**src/rtl/johnson_monitor.sv**
```systemverilog
// Checker for an 8-bit-style Johnson counter bus: decodes each sample to a step
// index, checks it is the legal successor of the last one, and tracks lock.
module johnson_monitor #(
  parameter int WIDTH      = 8,
  parameter int LOCK_COUNT = 4,
  parameter int ALLOW_HOLD = 1,
  localparam int IW        = $clog2(2*WIDTH)
) (
  input  logic             clk,
  input  logic             rst_n,
  input  logic [WIDTH-1:0] code_in,
  input  logic             clear,
  output logic [IW-1:0]    step_out,
  output logic             code_valid,
  output logic             locked,
  output logic             err_sticky,
  output logic [7:0]       err_count,
  output logic [7:0]       wrap_count
);

  // state  | meaning
  // HUNT   | counting consecutive good steps toward lock
  // LOCKED | sequence trusted; deviations are counted as errors
  typedef enum logic {HUNT, LOCKED} state_t;

  localparam logic [IW-1:0] LAST_IDX = IW'(2*WIDTH-1);
  localparam logic [IW:0]   SEQ_LEN  = (IW+1)'(2*WIDTH);

  state_t           state, nxt_state;
  logic [WIDTH-1:0] code_q;
  logic             prev_valid;
  logic [3:0]       run, nxt_run;

  logic [IW:0]      ones;
  logic [WIDTH-1:0] inc_q, inv_q;
  logic             low_fill, high_fill, dec_legal;
  logic [IW-1:0]    dec_idx, succ_idx;
  logic             is_good, is_hold, step_ok;
  logic             err_evt, wrap_evt;

  // Low-fill codes have no 1 above a 0; high-fill codes are the complement of that
  // with bit 0 clear and the top bit set (all-zeros / all-ones belong to low-fill).
  always_comb begin
    ones = '0;
    for (int i = 0; i < WIDTH; i++) ones = ones + (IW+1)'(code_q[i]);
    inc_q     = code_q + WIDTH'(1);
    inv_q     = ~code_q;
    low_fill  = (code_q & inc_q) == '0;
    high_fill = ((inv_q & (inv_q + WIDTH'(1))) == '0) && code_q[WIDTH-1] && !code_q[0];
    dec_legal = low_fill || high_fill;
    dec_idx   = low_fill ? IW'(ones) : IW'(SEQ_LEN - ones);
  end

  always_comb begin
    succ_idx = (step_out == LAST_IDX) ? '0 : step_out + IW'(1);
    is_good  = dec_legal && prev_valid && (dec_idx == succ_idx);
    is_hold  = dec_legal && prev_valid && (dec_idx == step_out);
    step_ok  = is_good || (is_hold && (ALLOW_HOLD != 0));
  end

  always_comb begin
    nxt_state = state;
    nxt_run   = run;
    err_evt   = 1'b0;
    wrap_evt  = 1'b0;
    case (state)
      HUNT: begin
        if (is_good) begin
          if (run + 4'd1 == 4'(LOCK_COUNT)) begin
            nxt_state = LOCKED;
            nxt_run   = '0;
          end else begin
            nxt_run = run + 4'd1;
          end
        end else if (!step_ok) begin
          nxt_run = '0;
        end
      end
      LOCKED: begin
        if (step_ok) begin
          wrap_evt = is_good && (step_out == LAST_IDX);
        end else begin
          err_evt   = 1'b1;
          nxt_state = HUNT;
          nxt_run   = '0;
        end
      end
      default: nxt_state = HUNT;
    endcase
  end

  always_ff @(posedge clk or negedge rst_n) begin
    if (!rst_n) state <= HUNT;
    else        state <= nxt_state;
  end

  always_ff @(posedge clk or negedge rst_n) begin
    if (!rst_n) begin
      code_q     <= '0;
      run        <= '0;
      step_out   <= '0;
      code_valid <= 1'b0;
      prev_valid <= 1'b0;
      err_count  <= '0;
      wrap_count <= '0;
      err_sticky <= 1'b0;
    end else begin
      code_q     <= code_in;
      run        <= nxt_run;
      code_valid <= dec_legal;
      prev_valid <= dec_legal;
      if (dec_legal) step_out <= dec_idx;
      if (clear) begin
        err_count  <= '0;
        wrap_count <= '0;
        err_sticky <= 1'b0;
      end else begin
        if (err_evt) begin
          err_sticky <= 1'b1;
          if (err_count != 8'hFF) err_count <= err_count + 8'd1;
        end
        if (wrap_evt && wrap_count != 8'hFF) wrap_count <= wrap_count + 8'd1;
      end
    end
  end

  assign locked = (state == LOCKED);

endmodule
```
**config.mk**
```make
export PLATFORM = sky130hd
export DESIGN_NAME = johnson_monitor
export DESIGN_NICKNAME = d
export VERILOG_FILES = /design/src/rtl/johnson_monitor.sv
export SDC_FILE = /design/constraint.sdc
export NUM_CORES = 1
export LEC_CHECK = 0
export BUFFER_PORTS_ARGS = -buffer_cell sky130_fd_sc_hd__buf_2
export CAP_MARGIN = 20
export CORE_MARGIN = 5
export CORE_UTILIZATION = 52
export CTS_BUF_LIST = sky130_fd_sc_hd__clkbuf_16
export DETAILED_ROUTE_END_ITERATION = 6
export PLACE_DENSITY = 0.77
export SETUP_SLACK_MARGIN = 0.2
export SYNTH_ARGS = -nofsm -noshare
export SYNTH_HDL_FRONTEND = slang
export SYNTH_SLANG_ARGS = --single-unit
```
**constraint.sdc**
```tcl
create_clock -name clk -period 4.8 [get_ports clk]
set_input_delay 0.96 -clock clk [delete_from_list [all_inputs] [get_ports clk]]
set_output_delay 0.96 -clock clk [all_outputs]
set_load 0.02 [all_outputs]
```
==> metrics.yaml, run 1 <==
cp-start-kind: "flip-flop"
r2r-start: "code_q[3]"
ios: 34
clk_pin_slew_ns: 0.05
htreeDepth: 2
worst_hold_path_type: "flip-flop to flip-flop"
whs_ns: 0.492
async_flop_share_pct: 100
grt_first_pass_wirelength_um: 10500
p_sw_share_pct: 38.8
die_area_mm2: 0.00634
wl_met2_um: 3180
post_drt_wl_per_cell_um: 15.7
end_kind: "flip-flop"
p_leak_nw: 1.38
multi_input_area_mm2: 0.00168
crit_required_ns: 5.00
crit_slowest_cell: "fa_1"
clk_latency_ns: 0.27
synth_edf_count: 0
synth_seq_cells: 35
gp_congestion: 0.906
drtIter0Drc: 110
critPathTopFamily: "adder cells"
grt-ovfl-total: 0
path_buf_inv: 3
critPathArrivalTime_ns: 4.81
run_status: "finished clean"
syn_inst: 270
rows: 25
clock_sinks: 35
grt_pass1_vias: 2294
antenna_found_initial: 0
intPower_uw: 823
path_class: "flip-flop to flip-flop"
die_y_um: 79.6
peakVddDrop_v: 0.000240
skew_ns: 0.00171
max_stage_delay_ns: 0.55
hold-path-endpoint: "err_sticky"
hold_viol_final: 0
grt_use_total_pct: 20.7
path_cells: "inv_2, fa_1, fa_1, fa_1, inv_2, ha_4, fa_2, inv_2, ha_4, nor2_4, o2111a_1, o32ai_4, o211ai_4, or3_4, or4_1, a21oi_1"
drt-total-wl_um: 6160
synthToLayoutAreaGrowth_pct: 27.6
maxSlewViolCount: 0
syn-num-nets: 297
antenna_left: 0
worstMarginPinSlew_ns: 0.820
synth_ff_type: "dfrtp_1"
place.port_buffers: 33
fillerInstances: 348
p_clk_share_pct: 22.2
p_sw_uw: 522
yosysSeqAreaShare_pct: 34.7
finalPower_mw: 1.35
top_layer: "met4"
fmax_ghz: 0.217
cap_violations: 0
synth_area_per_cell_um2: 9.34
regArea_um2: 876
cts.path.max_buffers: 2
firstDrtPassIters: 4
drcViolationCount: 0
rrSetupSlack_ns: 0.19
die_width_um: 79.6
routed_via_density: 5.82
p_per_area_mw_per_mm2: 418
fin_crit_ns: 4.61
cp_max_fo: 5
nets: 352
numCtsBuffers: 5
hpwl_um: 4360
cts-root-buf: "clkbuf_16"
pwr-share-comb_pct: 51.8
period_share_pct: 96.1
wl_met1_um: 2640
cts_hold_buf: 0
drive_gt1_share_pct: 31.9
setup-violations-final: 0
n_antenna_cell: 0
worstRegToRegCells: 16
worstHoldPathCells: 2
via_count: 2286
hold_start: "err_sticky"
start_util_pct: 53.4
routed-wl-met3_um: 236
core_mm2: 0.00472
syn_area_mm2: 0.00252
maxSlewHeadroom_pct: 43.9
yosysWarnings: 0
cts_tree: "done"
rr_endpoint: "wrap_count[7]"
pwr-share-seq_pct: 26.1
rsz0062_at_grt: "yes"
grt_max_degree: 36
ys_types: 65
-- cell families (layout without fill, tap and decap cells) --
kind of cell,after synthesis,count (layout),synth area share (%)
and+or+nand+nor,101,102,21.8
AOI/OAI and AO/OA,70,70,21.1
DFF,35,35,34.7
buffers and inverters,31,86,5.80
adders and majority gates,16,16,9.13
xor gates and xnor gates,12,12,5.46
muxes,5,5,2.03
-- worst max-delay path by stage --
stage                     cells after the start  startpoint             to  slack [ns]
after detailed placement                     16   code_q[1]  wrap_count[5]       -0.11
after floorplan                              17   code_q[0]  wrap_count[6]        0.20
after global placement                       16   code_q[1]  wrap_count[5]        0.04
after CTS                                    15   code_q[3]  wrap_count[7]        0.14
after global routing                         16   code_q[3]  wrap_count[7]        0.01
final                                        16   code_q[3]  wrap_count[7]        0.19
-- worst register-to-register path: stages, from the launching register on --
cell,delay [ns]
dfrtp_1,0.35
inv_2,0.06
fa_1,0.55
fa_1,0.43
fa_1,0.51
inv_2,0.05
ha_4,0.15
fa_2,0.47
inv_2,0.10
ha_4,0.17
nor2_4,0.05
o2111a_1,0.18
o32ai_4,0.39
o211ai_4,0.14
or3_4,0.41
or4_1,0.41
a21oi_1,0.14
-- per-layer routing --
metal	GRT usage (%)	vias up
met2	35.2	55
met1	26.0	1113
met4	8.25	0
met5	0	-
met3	3.61	11
li1	-	1107
-- power by group through the flow --
| stage | combinational [mW] | sequential (mW) | clock (mW) |
|---|---|---|---|
| after floorplan | 0.395 | 0.362 | 0 |
| after global placement | 0.501 | 0.354 | 0 |
| after detailed placement | 0.515 | 0.356 | 0 |
| after CTS | 0.612 | 0.351 | 0.307 |
| after global routing | 0.757 | 0.357 | 0.320 |
| final | 0.696 | 0.351 | 0.298 |
-- layout by cell type (no fill, tap or decap), types with 3 or more instances in the layout --
cell type / instances
or3_4: 4
and3_1: 3
nand4_1: 5
dfrtp_1: 35
nor2_1: 22
inv_2: 5
buf_2: 33
inv_1: 19
nor2b_1: 3
fa_1: 3
o21ai_0: 12
a21oi_1: 14
clkbuf_16: 5
a21oi_2: 3
o31ai_1: 4
or4_1: 3
buf_6: 4
a31oi_1: 4
nand3_1: 15
ha_1: 10
mux2i_1: 4
nor2_4: 3
xnor2_1: 8
buf_4: 17
nand2_1: 19
or4_4: 3
-- state kept, by name, indices dropped and copies added, names as in the netlist --
register / cells
code_q: 8
err_count: 8
wrap_count: 8
run: 4
step_out: 4
err_sticky: 1
locked: 1
prev_valid: 1
-- cell usage after synthesis, drive strengths merged, types with 2 or more instances --
master / instances / share of area [%]
a2111oi: 2 / 0.74
a21oi: 17 / 3.4
a31oi: 4 / 0.99
and2: 2 / 0.50
and2b: 2 / 0.74
and3: 4 / 0.99
buf: 4 / 1.8
clkbuf: 4 / 0.60
dfrtp: 35 / 35
fa: 4 / 3.2
ha: 12 / 6.0
inv: 23 / 3.4
mux2i: 4 / 1.6
nand2: 19 / 2.8
nand3: 15 / 3.0
nand4: 5 / 1.2
nor2: 25 / 3.7
nor2b: 4 / 1.1
nor3: 3 / 0.60
nor3b: 2 / 0.60
nor4: 5 / 1.8
o211ai: 3 / 1.4
o21a: 2 / 0.60
o21ai: 13 / 2.6
o22ai: 3 / 0.99
o31a: 2 / 0.69
o31ai: 6 / 2.0
o32ai: 2 / 1.4
or3: 5 / 1.4
or4: 6 / 1.9
xnor2: 8 / 2.8
xor2: 3 / 1.8
-- area by class of cell --
class	instances	share of cell area, %
clock buffers	5	3.89
inverters	23	2.68
repair buffers	55	11.1
flip-flops and latches	35	27.2
clock inverters	3	0.350
multi-input cells	205	52.1
well taps	67	2.60
-- per-stage QoR --
step                utilization [%]  std cells  setup TNS, ns  area [µm²]  setup slack (ns)
finish                         68.1        393              0        3220             0.185
global route                   68.1        393              0        3220           0.00975
CTS                            64.4        387              0        3040             0.139
detailed placement             59.0        370         -0.308        2790            -0.113
global placement               59.0        370              0        2790            0.0390
floorplan                         -        270              0        2540             0.202
-- timing repair --
action                     4_1_cts  5_1_grt
gates cloned                     1        0
buffers inserted                 8        6
setup endpoints to repair       19       22
pin swaps                       12       14
gates resized for setup         11       29
(Power assumes the default switching activity.)
==> run 2: changes to the inputs <==
Settings changed: ABC_AREA set to 1.
==> run 2 against run 1 <==
Net effect: sequential share of layout area increased by 3.6 points; maximum frequency increased by 7.5%; via count decreased by 7.0%; largest power group unchanged; combinational power decreased by 33%; worst hold slack got worse by 0.0095 ns; global-route usage decreased by 2.3 points; sequential cell count unchanged; critical endpoint is now err_count[7].
==> metrics.yaml, run 2 <==
p_per_area_mw_per_mm2: 395  # was 418 mW/mm²
top_layer: "met4"  # unchanged
crit_required_ns: 4.97  # was 5.00 ns
synth_common_cells: "nand2_1 (77), nand3_1 (40), inv_1 (38)"  # was dfrtp_1 (35), nor2_1 (25), inv_1 (23)
p_leak_nw: 1.48  # was 1.38 nW
cp-start-kind: "flip-flop"  # unchanged
clk_pin_slew_ns: 0.05  # about the same
via_count: 2125  # was 2286
worstMarginPinSlew_ns: 0.783  # was 0.820 ns
drtIter0Drc: 92  # was 110
antenna_left: 0  # unchanged
grt_max_degree: 36  # unchanged
routed_via_density: 5.20  # was 5.82
cts_setup_buffers: 0  # was 8
syn_area_mm2: 0.00248  # was 0.00252 mm²
synthToLayoutAreaGrowth_pct: 14.6  # was 27.6%
reg_top3: "code_q: 8 flops, err_count: 8 flops, wrap_count: 8 flops"  # unchanged
start_util_pct: 52.9  # was 53.4%
grt_first_pass_wirelength_um: 9140  # was 10500 µm
routed-wl-met3_um: 250  # was 236 µm
tns_ns: 0  # unchanged
setup-violations-final: 0  # unchanged
async_flop_share_pct: 100  # unchanged
yosysWarnings: 0  # unchanged
ios: 34  # unchanged
drt-total-wl_um: 5120  # was 6160 µm
die_width_um: 79.1  # was 79.6 µm
peakVddDrop_v: 0.000217  # was 0.000240 V
ys_top_cells_by_area: "dfrtp_1 (35%), nand2_1 (12%), nand3_1 (8.1%)"  # was dfrtp_1 (35%), ha_1 (6.0%), nor2_1 (3.7%)
fin_cells: 409  # was 393
ys_types: 33  # was 65
maxSlewViolCount: 0  # unchanged
cts-root-buf: "clkbuf_16"  # unchanged
gp_congestion: 0.834  # was 0.906
drcViolationCount: 0  # unchanged
final_common_cell: "nand2_1"  # was dfrtp_1
path_class: "flip-flop to flip-flop"  # unchanged
drive_gt1_share_pct: 20.6  # was 31.9%
yosysTopAreaCell: "dfrtp_1"  # unchanged
cp_max_fo: 7  # was 5
numCtsBuffers: 5  # unchanged
grt_use_total_pct: 18.4  # was 20.7%
syn-num-nets: 346  # was 297
fin_crit_ns: 4.29  # was 4.61 ns
synth_ff_type: "dfrtp_1"  # unchanged
wl_met2_um: 2370  # was 3180 µm
firstDrtPassIters: 6  # was 4
htreeDepth: 2  # unchanged
core_mm2: 0.00469  # was 0.00472 mm²
place.port_buffers: 33  # unchanged
dp.cells: 401  # was 370
skew_ns: 0.00247  # was 0.00171 ns
cts_hold_buf: 0  # unchanged
ctsResizeCount: 0  # was 11
worst_hold_path_type: "flip-flop to flip-flop"  # unchanged
syn_inst: 319  # was 270
run_status: "finished clean"  # unchanged
end_kind: "flip-flop"  # unchanged
yosysSeqAreaShare_pct: 35.3  # was 34.7%
synth.top_cell.area_share_pct: 35.3  # was 34.7%
grt_pass1_vias: 2039  # was 2294
synth_seq_cells: 35  # unchanged
maxSlewHeadroom_pct: 47.8  # was 43.9%
period_share_pct: 89.5  # was 96.1%
nets: 381  # was 352
hold_viol_final: 0  # unchanged
fmax_ghz: 0.233  # was 0.217 GHz
wl_met1_um: 2430  # was 2640 µm
clk_latency_ns: 0.28  # was 0.27 ns
final_util_pct: 60.7  # was 68.1%
cts.path.max_buffers: 2  # unchanged
grt-ovfl-total: 0  # unchanged
synth_edf_count: 0  # unchanged
die_y_um: 79.1  # was 79.6 µm
cts_tree: "done"  # unchanged
cap_violations: 0  # unchanged
die_area_mm2: 0.00626  # was 0.00634 mm²
antenna_found_initial: 0  # unchanged
rows: 25  # unchanged
yosysMostFrequentCell: "nand2_1"  # was dfrtp_1
hpwl_um: 3790  # was 4360 µm
n_antenna_cell: 0  # unchanged
layout_common_cells: "nand2_1 (77), nand3_1 (40), inv_1 (38)"  # was dfrtp_1 (35), buf_2 (33), nor2_1 (22)
rsz0062_at_grt: "no"  # was yes
synth_area_per_cell_um2: 7.79  # was 9.34 µm²
clock_sinks: 35  # unchanged
fillerInstances: 394  # was 348
critPathArrivalTime_ns: 4.46  # was 4.81 ns
post_drt_wl_per_cell_um: 12.5  # was 15.7 µm
finalPower_mw: 1.13  # was 1.35 mW
[run 2: worst paths after layout]
check	start	depth (start not counted)	slack (ns)	end
worst min register to register	err_sticky	1	0.48	err_sticky
min in group asynchronous	rst_n	1	0.76	code_q[5]
worst max-delay path	code_q[0]	20	0.51	err_count[7]
worst max register to register	code_q[0]	20	0.51	err_count[7]
worst min-delay path	err_sticky	1	0.48	err_sticky
max in group asynchronous	rst_n	1	3.55	err_count[5]
[run 2: worst max-delay path, cell delays in order (launching register included)]
cell and delay (ns):
dfrtp_1 0.39, inv_1 0.12, fa_1 0.56, fa_1 0.43, fa_1 0.50, inv_1 0.04
ha_1 0.20, fa_1 0.52, inv_1 0.08, ha_1 0.18, inv_1 0.06, xor2_1 0.17
nand2_2 0.11, nand2_2 0.09, nor2_2 0.06, nor2_4 0.12, nand3_4 0.16, nand3_4 0.14
nand2_4 0.08, nand3_1 0.11, nand2_1 0.06
[run 2: power by group]
part	switching [mW]	leakage, nW	internal, mW	total [mW]
clock network	0.119	0.0649	0.188	0.308
logic	0.304	0.951	0.159	0.463
registers	0.0362	0.461	0.318	0.355
[run 2: area by class of cell]
cell class | count | area [µm²] | area share [%]
Clock buffer | 5 | 125 | 4.40
Clock inverter | 3 | 15.0 | 0.527
Inverter | 42 | 158 | 5.54
Multi-Input combinational cell | 237 | 1440 | 50.6
Sequential cell | 35 | 876 | 30.8
Tap cell | 54 | 67.6 | 2.37
Timing Repair Buffer | 33 | 165 | 5.80
[run 2: stage by stage]
| stage | setup slack [ns] | area (µm²) | hold slack, ns |
|---|---|---|---|
| global route | 0.212 | 2850 | 0.516 |
| finish | 0.506 | 2850 | 0.483 |
| CTS | 0.492 | 2830 | 0.486 |
| global placement | 0.671 | 2690 | 0.470 |
| floorplan | 0.809 | 2480 | 0.491 |
| detailed placement | 0.510 | 2690 | 0.474 |
[run 2: cells by family after synthesis]
logic type                 count (synthesis)  synth area share (%)
AOI/OAI and AO/OA                         15                  3.73
xor gates and xnor gates                  13                  4.58
adders and majority gates                 16                  9.27
buffers and inverters                     47                  7.30
and+or+nand+nor                          193                  39.8
DFF                                       35                  35.3
[run 2: metal layers]
layer | vias to the layer above | global-route usage (%)
met2 | 40 | 29.1
met5 | - | 0
met3 | 7 | 4.54
li1 | 1079 | -
met4 | 0 | 5.84
met1 | 999 | 24.9
==> run 3: changes to the inputs <==
Settings changed: MAX_ROUTING_LAYER set to met4.
==> run 3 against run 2 <==
Net effect: first-iteration DRC count fell by 2.2%; register-to-register slack barely moved; highest routed layer unchanged; largest cell class unchanged; via count fell by 0.89%; clock skew rose by 0.00051 ns; clock-buffer cell count did not move; largest power group unchanged; critical path depth did not move; setup slack improved by 0.0062 ns.
==> metrics.yaml, run 3 (same netlist as run 2, synthesis figures left out) <==
finalPower_mw: 1.12  # was 1.13 mW
fin_crit_ns: 4.29  # about the same
rows: 25  # unchanged
htreeDepth: 2  # unchanged
synthToLayoutAreaGrowth_pct: 14.6  # unchanged
critPathArrivalTime_ns: 4.46  # about the same
drive_gt1_share_pct: 20.6  # unchanged
cts.path.max_buffers: 2  # unchanged
place.port_buffers: 33  # unchanged
fmax_ghz: 0.233  # about the same
ctsResizeCount: 0  # unchanged
period_share_pct: 89.3  # was 89.5%
clk_pin_slew_ns: 0.05  # about the same
cap_violations: 0  # unchanged
antenna_left: 0  # unchanged
drtIter0Drc: 90  # was 92
rsz0062_at_grt: "no"  # unchanged
cts_hold_buf: 0  # unchanged
cts_tree: "done"  # unchanged
setup-violations-final: 0  # unchanged
worstHoldPathCells: 1  # unchanged
final_common_cell: "nand2_1"  # unchanged
worstMarginPinSlew_ns: 0.782  # was 0.783 ns
core_mm2: 0.00469  # unchanged
clock_sinks: 35  # unchanged
stdcell_area_mm2: 0.00285  # unchanged
grt-ovfl-total: 0  # unchanged
ios: 34  # unchanged
hpwl_um: 3790  # unchanged
crit_required_ns: 4.97  # about the same
maxSlewViolCount: 0  # unchanged
path_class: "flip-flop to flip-flop"  # unchanged
cts-root-buf: "clkbuf_16"  # unchanged
grt_first_pass_wirelength_um: 9120  # was 9140 µm
placed_area_mm2: 0.00269  # unchanged
via_count: 2106  # was 2125
peakVddDrop_v: 0.000216  # was 0.000217 V
drcViolationCount: 0  # unchanged
start_util_pct: 52.9  # unchanged
grt_max_degree: 36  # unchanged
die_y_um: 79.1  # unchanged
cp-start-kind: "flip-flop"  # unchanged
layout_common_cells: "nand2_1 (77), nand3_1 (40), inv_1 (38)"  # unchanged
nets: 381  # unchanged
gp_congestion: 0.847  # was 0.834
p_per_area_mw_per_mm2: 395  # about the same
p_leak_nw: 1.48  # unchanged
reg_top3: "code_q: 8 flops, err_count: 8 flops, wrap_count: 8 flops"  # unchanged
end_kind: "flip-flop"  # unchanged
firstDrtPassIters: 5  # was 6
die_width_um: 79.1  # unchanged
run_status: "finished clean"  # unchanged
maxSlewHeadroom_pct: 47.9  # was 47.8%
fillerInstances: 394  # unchanged
cts_setup_buffers: 0  # unchanged
final_util_pct: 60.7  # unchanged
worst_hold_path_type: "flip-flop to flip-flop"  # unchanged
grt_use_total_pct: 18.9  # was 18.4%
die_area_mm2: 0.00626  # unchanged
hold_viol_final: 0  # unchanged
routed_via_density: 5.15  # was 5.20
clk_latency_ns: 0.28  # about the same
worstRegToRegCells: 20  # unchanged
tns_ns: 0  # unchanged
cp_max_fo: 7  # unchanged
grt_pass1_vias: 2041  # was 2039
n_antenna_cell: 0  # unchanged
antenna_found_initial: 0  # unchanged
post_drt_wl_per_cell_um: 12.4  # was 12.5 µm
skew_ns: 0.00298  # was 0.00247 ns
numCtsBuffers: 5  # unchanged
drt-total-wl_um: 5080  # was 5120 µm
-- run 3: cell counts in the layout (fill, tap and decap cells not counted) --
Identical to the previous run, type by type.
-- run 3: worst max-delay path, stage by stage, from the launching register on --
cell and delay [ns]:
dfrtp_1 0.39, inv_1 0.12, fa_1 0.56, fa_1 0.43, fa_1 0.50, inv_1 0.04
ha_1 0.20, fa_1 0.52, inv_1 0.08, ha_1 0.18, inv_1 0.06, xor2_1 0.17
nand2_2 0.11, nand2_2 0.09, nor2_2 0.06, nor2_4 0.12, nand3_4 0.16, nand3_4 0.14
nand2_4 0.08, nand3_1 0.11, nand2_1 0.06
-- run 3: worst paths after layout --
path / start / end / slack (ns)
setup / recovery: code_q[0] / err_count[7] / 0.51
hold / removal: err_sticky / err_sticky / 0.48
setup reg to reg: code_q[0] / err_count[7] / 0.51
hold reg to reg: err_sticky / err_sticky / 0.48
max in group asynchronous: rst_n / err_count[5] / 3.55
min in group asynchronous: rst_n / code_q[5] / 0.76
-- run 3: per-stage QoR --
| stage | setup WS, ns | hold WS, ns | instances |
|---|---|---|---|
| after CTS | 0.492 | 0.486 | 409 |
| final | 0.512 | 0.483 | 409 |
| after detailed placement | 0.510 | 0.474 | 401 |
| after floorplan | 0.809 | 0.491 | 319 |
| after global routing | 0.213 | 0.516 | 409 |
| after global placement | 0.671 | 0.470 | 401 |
-- run 3: power by group --
group          internal (mW)  switching, mW
clock network          0.188          0.119
logic                  0.159          0.304
registers              0.318         0.0364
-- run 3: layout make-up --
cell class / instances / area, µm² / share of cell area, %
multi-input cells: 237 / 1440 / 50.6
clock inverters: 3 / 15.0 / 0.527
flip-flops and latches: 35 / 876 / 30.8
repair buffers: 33 / 165 / 5.80
inverters: 42 / 158 / 5.54
well taps: 54 / 67.6 / 2.37
clock buffers: 5 / 125 / 4.40
-- run 3: routing by layer --
layer	global-route usage [%]	up-vias	routed length, µm
met1	24.8	982	2400
li1	-	1079	-
met3	4.42	7	253
met2	29.2	38	2360
met5	-	-	0
met4	5.84	0	64
